===== src/rtl/grover_sequencer.sv =====
// Three-qubit Grover search sequencer over eight signed Q1.6 amplitudes.
// One search: LOAD the uniform state, then num_iter rounds of
// ORACLE (flip the marked amplitude) -> MEAN -> DIFFUSE (invert about mean).
//
// Handshake: start is a request sampled only while IDLE. The block accepts it
// on that clock edge and latches target_search and num_iter. busy is high from
// LOAD through the last DIFFUSE. done is high for the single DONE cycle, after
// which the block returns to IDLE and may take a new start.
module grover_sequencer #(
  parameter int INIT_AMP = 23,
  parameter int ITER_W   = 4
) (
  input  logic              clk,
  input  logic              rst_n,
  input  logic              start,
  input  logic [2:0]        target_search,
  input  logic [ITER_W-1:0] num_iter,
  output logic              busy,
  output logic              done,
  output logic signed [7:0] amp0,
  output logic signed [7:0] amp1,
  output logic signed [7:0] amp2,
  output logic signed [7:0] amp3,
  output logic signed [7:0] amp4,
  output logic signed [7:0] amp5,
  output logic signed [7:0] amp6,
  output logic signed [7:0] amp7
);

  localparam logic signed [7:0] INIT_VAL = 8'(INIT_AMP);

  typedef enum logic [2:0] {
    S_IDLE    = 3'd0,
    S_LOAD    = 3'd1,
    S_ORACLE  = 3'd2,
    S_MEAN    = 3'd3,
    S_DIFFUSE = 3'd4,
    S_DONE    = 3'd5
  } state_t;

  state_t state;
  state_t state_next;

  logic signed [7:0]  amp_q [8];
  logic signed [7:0]  mean;
  logic [ITER_W-1:0]  iter_cnt;
  logic [ITER_W-1:0]  iter_inc;
  logic [ITER_W-1:0]  num_iter_q;
  logic [2:0]         tgt_q;

  logic signed [10:0] sum;
  logic signed [7:0]  neg_amp;
  logic signed [9:0]  diff     [8];
  logic signed [7:0]  diff_sat [8];

  assign amp0 = amp_q[0];
  assign amp1 = amp_q[1];
  assign amp2 = amp_q[2];
  assign amp3 = amp_q[3];
  assign amp4 = amp_q[4];
  assign amp5 = amp_q[5];
  assign amp6 = amp_q[6];
  assign amp7 = amp_q[7];

  assign iter_inc = iter_cnt + 1'b1;

  // State register.
  always_ff @(posedge clk) begin
    if (!rst_n) begin
      state <= S_IDLE;
    end else begin
      state <= state_next;
    end
  end

  // Next-state decode and status outputs.
  always_comb begin
    state_next = state;
    busy       = 1'b0;
    done       = 1'b0;
    case (state)
      S_IDLE: begin
        if (start) state_next = S_LOAD;
      end
      S_LOAD: begin
        busy       = 1'b1;
        state_next = (num_iter_q == '0) ? S_DONE : S_ORACLE;
      end
      S_ORACLE: begin
        busy       = 1'b1;
        state_next = S_MEAN;
      end
      S_MEAN: begin
        busy       = 1'b1;
        state_next = S_DIFFUSE;
      end
      S_DIFFUSE: begin
        busy       = 1'b1;
        state_next = (iter_inc == num_iter_q) ? S_DONE : S_ORACLE;
      end
      S_DONE: begin
        done       = 1'b1;
        state_next = S_IDLE;
      end
      default: state_next = S_IDLE;
    endcase
  end

  // Arithmetic: 11-bit sum for the mean, saturating oracle negation, and
  // saturating 10-bit inversion about the mean.
  always_comb begin
    sum = '0;
    for (int k = 0; k < 8; k++) begin
      sum = sum + {{3{amp_q[k][7]}}, amp_q[k]};
    end
    neg_amp = (amp_q[tgt_q] == 8'sh80) ? 8'sd127 : -amp_q[tgt_q];
    for (int k = 0; k < 8; k++) begin
      diff[k] = {mean[7], mean, 1'b0} - {{2{amp_q[k][7]}}, amp_q[k]};
      if (diff[k] > 10'sd127) begin
        diff_sat[k] = 8'sd127;
      end else if (diff[k] < -10'sd128) begin
        diff_sat[k] = -8'sd128;
      end else begin
        diff_sat[k] = diff[k][7:0];
      end
    end
  end

  // Datapath registers, updated according to the current state.
  always_ff @(posedge clk) begin
    if (!rst_n) begin
      for (int k = 0; k < 8; k++) amp_q[k] <= '0;
      mean       <= '0;
      iter_cnt   <= '0;
      num_iter_q <= '0;
      tgt_q      <= '0;
    end else begin
      case (state)
        S_IDLE: begin
          if (start) begin
            tgt_q      <= target_search;
            num_iter_q <= num_iter;
          end
        end
        S_LOAD: begin
          for (int k = 0; k < 8; k++) amp_q[k] <= INIT_VAL;
          iter_cnt <= '0;
        end
        S_ORACLE: begin
          amp_q[tgt_q] <= neg_amp;
        end
        S_MEAN: begin
          mean <= sum[10:3];
        end
        S_DIFFUSE: begin
          for (int k = 0; k < 8; k++) amp_q[k] <= diff_sat[k];
          iter_cnt <= iter_inc;
        end
        default: ;
      endcase
    end
  end

endmodule

===== config.mk =====
export PLATFORM = sky130hd
export DESIGN_NAME = grover_sequencer
export DESIGN_NICKNAME = d
export VERILOG_FILES = /design/src/rtl/grover_sequencer.sv
export SDC_FILE = /design/constraint.sdc
export NUM_CORES = 1
export LEC_CHECK = 0
export CAP_MARGIN = 20
export CORE_MARGIN = 2
export CORE_UTILIZATION = 45
export CTS_CLUSTER_SIZE = 30
export DETAILED_ROUTE_END_ITERATION = 16
export GPL_ROUTABILITY_DRIVEN = 0
export PLACE_DENSITY = 0.67
export SLEW_MARGIN = 15
export SYNTH_ARGS = -nofsm -noshare
export SYNTH_HDL_FRONTEND = slang
export SYNTH_SLANG_ARGS = --single-unit

===== constraint.sdc =====
create_clock -name clk -period 4.25 [get_ports clk]
set_input_delay 0.425 -clock clk [delete_from_list [all_inputs] [get_ports clk]]
set_output_delay 0.425 -clock clk [all_outputs]
set_load 0.05 [all_outputs]

==> results.json <==
{
  "status": "finished, violations left",
  "violations": "setup timing",
  "die_area_um2": 23400,
  "synth_edf_count": 64,
  "drive_gt1_share_pct": 16.0,
  "yosys_warnings": 0,
  "start_util_pct": 45.7,
  "core_um2": 21800,
  "clockPowerShare_pct": 7.6,
  "finalSetupViolCount": 1,
  "power_leakage_nw": 5.21,
  "vias": 9465,
  "yosysUniqueCellTypes": 86,
  "synth_commonest_cells": "144 x inv_1, 85 x nand2_1, 82 x nor2_1, 76 x ha_1, 64 x edfxtp_1",
  "syn_to_final_growth_pct": 21.5,
  "timing.final.crit_share_pct": 101,
  "critPathKind": "reg -> reg",
  "finClkSkew_ns": 0.00965,
  "synth-seq-cells": 89,
  "synth_seq_area_share_pct": 24.3,
  "r2r_end": "mean[7]",
  "total_power_mw": 10.8,
  "antenna_found_initial": 0,
  "drv_cap": 0,
  "wl_per_cell_um": 23.0,
  "p_sw_mw": 5.20,
  "cts_hold_buf": 0,
  "reg2reg_slack_ns": -0.06,
  "utilization_pct": 55.5,
  "insertedDiodeCount": 0,
  "grt_pass1_vias": 9016,
  "synth_area_um2": 9980,
  "portBuffers": 75,
  "grt_pass1_wl_um": 53300,
  "synthArstFlopShare_pct": 0,
  "yosysTopAreaCellShare_pct": 19.3,
  "timing.final.ws_setup_ns": -0.0626,
  "worstMarginPinSlew_ns": 0.997,
  "synth_area_leaders": "edfxtp_1 19%, fa_1 12%, ha_1 9.5%, inv_1 5.4%, dfxtp_1 5.0%",
  "cp.arrival_ns": 4.57,
  "nNetsFinal": 1418,
  "synth_area_leader_cell": "edfxtp_1",
  "ir_drop_mv": 0.682,
  "rsz0062_at_grt": "yes",
  "swShare_pct": 48.3,
  "grt_max_degree": 24,
  "finalCriticalPeriod_ns": 4.31,
  "postPlaceCellArea_um2": 11800,
  "final_cell_area_um2": 12100,
  "synth.most_common_cell": "inv_1",
  "post_drt_via_cell_ratio": 6.08,
  "cts.htree.levels": 3,
  "cts_tree": "yes",
  "rr_worst_depth": 16,
  "cts.sinks": 89,
  "final_hold_viol_count": 0,
  "clk_pin_slew_ns": 0.07,
  "p_int_mw": 5.57,
  "synth_fp_nets": 1245,
  "ctsLongestPathBuffers": 2,
  "cts_buffers": 9,
  "crit_path_end": "mean[7]",
  "netlist_instances": 1101,
  "critPathLaunch": "amp_q[6][2]",
  "ys.flop_type": "edfxtp_1",
  "place_hpwl_um": 28900,
  "rows": 54,
  "die_y_um": 153,
  "seqPwrFrac_pct": 12.3,
  "track_usage_pct": 30.3,
  "crit_fanout": 2,
  "timing.rr.start": "amp_q[6][2]",
  "gr-total-overflow": 0,
  "critical_path.startpoint_type": "flop",
  "slew_violations": 0,
  "hold_path.class": "reg -> reg",
  "ant_nets": 0,
  "ios": 76,
  "cp.required_ns": 4.51,
  "power_density_nw_per_um2": 889,
  "insertion_delay_ns": 0.36,
  "routed_wl_um": 35800,
  "comb_power_share_pct": 80.1,
  "initialDrtViolationCount": 932,
  "cts-root-buf": "clkbuf_16",
  "drc": 0,
  "avgSynthCellArea_um2": 9.06,
  "max_freq_mhz": 232,
  "die_x_um": 153,
  "first_pass_iters": 5,
  "max_slew_margin_pct": 33.4,
  "endpoint_kind": "flop"
}
==> power groups by stage <==
stage	clock, mW	combinational [mW]	sequential, mW
2_1_floorplan	0	5.29	1.74
3_3_place_gp	0	7.99	1.33
3_5_place_dp	0	8.12	1.33
4_1_cts	0.819	8.38	1.31
5_1_grt	0.852	9.49	1.33
6_report	0.823	8.63	1.32
==> metal layers <==
layer  GRT usage, %  routed length [µm]  vias up
li1               -                   -     4290
met1           39.5               14200     4504
met2           47.3               15500      532
met3           5.08                3330      139
met4           18.7                2660        0
met5              0                   0        -
==> kinds of logic after synthesis <==
kind of cell               after synthesis  synth area share (%)
xor gates and xnor gates                55                  4.83
AOI/OAI and AO/OA                      285                  19.4
buffers and inverters                  173                  7.05
DFF                                     89                  24.3
and+or+nand+nor                        329                  16.8
adders and majority gates              134                  21.2
muxes                                   36                  6.48
==> worst min path at each step <==
stage                  endpoint  depth (start not counted)  slack (ns)         from
floorplan           iter_cnt[3]                          2        0.44  iter_cnt[3]
global placement    iter_cnt[3]                          2        0.47  iter_cnt[3]
detailed placement  iter_cnt[3]                          2        0.48  iter_cnt[3]
CTS                 iter_cnt[3]                          2        0.50  iter_cnt[3]
global route        iter_cnt[3]                          2        0.55  iter_cnt[3]
finish              iter_cnt[3]                          2        0.50  iter_cnt[3]
==> critical path: stages (launching register included) <==
cell,delay [ns]
edfxtp_1,0.37
inv_2,0.07
fa_1,0.55
inv_2,0.04
fa_1,0.55
fa_1,0.44
fa_1,0.50
nor2b_4,0.15
fa_2,0.34
a21o_1,0.18
a21oi_2,0.15
nor2b_1,0.06
o21a_1,0.21
o41ai_2,0.23
xnor2_1,0.15
nand2_1,0.07
o211a_1,0.15
==> metrics by stage <==
stage | std cells | worst slack (ns) | TNS [ns] | hold WS (ns)
after global placement | 1535 | -0.0701 | -0.0701 | 0.465
after detailed placement | 1535 | -0.157 | -0.254 | 0.481
after floorplan | 1101 | -0.280 | -0.544 | 0.445
after global routing | 1558 | -0.222 | -0.328 | 0.545
final | 1558 | -0.0626 | -0.0626 | 0.502
after CTS | 1555 | -0.0205 | -0.0205 | 0.500
==> what timing repair did <==
item / in CTS / in global routing
endpoints found under the hold margin: 0 / 0
pin swaps: 10 / 6
resized for setup: 3 / 10
endpoints found under the setup margin: 3 / 4
buffers inserted: 5 / 3
==> area by class of cell <==
| class | instances | area, µm² |
|---|---|---|
| Tap cell | 280 | 350 |
| Timing Repair Buffer | 189 | 1610 |
| Sequential cell | 89 | 2420 |
| Clock inverter | 4 | 45.0 |
| Clock buffer | 11 | 233 |
| Multi-Input combinational cell | 839 | 6920 |
| Inverter | 146 | 548 |
| Fill cell | 1956 | 9700 |
==> cells in the final DEF, fill, tap and decap left out, types with 19 or more instances in the layout <==
cell             count
nand2b_1            28
nor3_1              19
a21oi_1             45
nor2_1              81
nor2b_1             32
o21ai_0             50
inv_2               20
edfxtp_1            64
inv_1              126
fa_1                57
nand3_1             20
ha_1                75
buf_4              114
xor2_1              21
dfxtp_1             25
nand2_1             85
xnor2_1             34
o21a_1              20
clkdlybuf4s50_1     75
==> state kept, by name (all words and copies together) (netlist names), named ones only <==
| signal | cells |
|---|---|
| amp_q | 64 |
| mean | 8 |
| iter_cnt | 4 |
| num_iter_q | 4 |
| state | 3 |
| tgt_q | 3 |
Power figures use the tool's default switching activity.
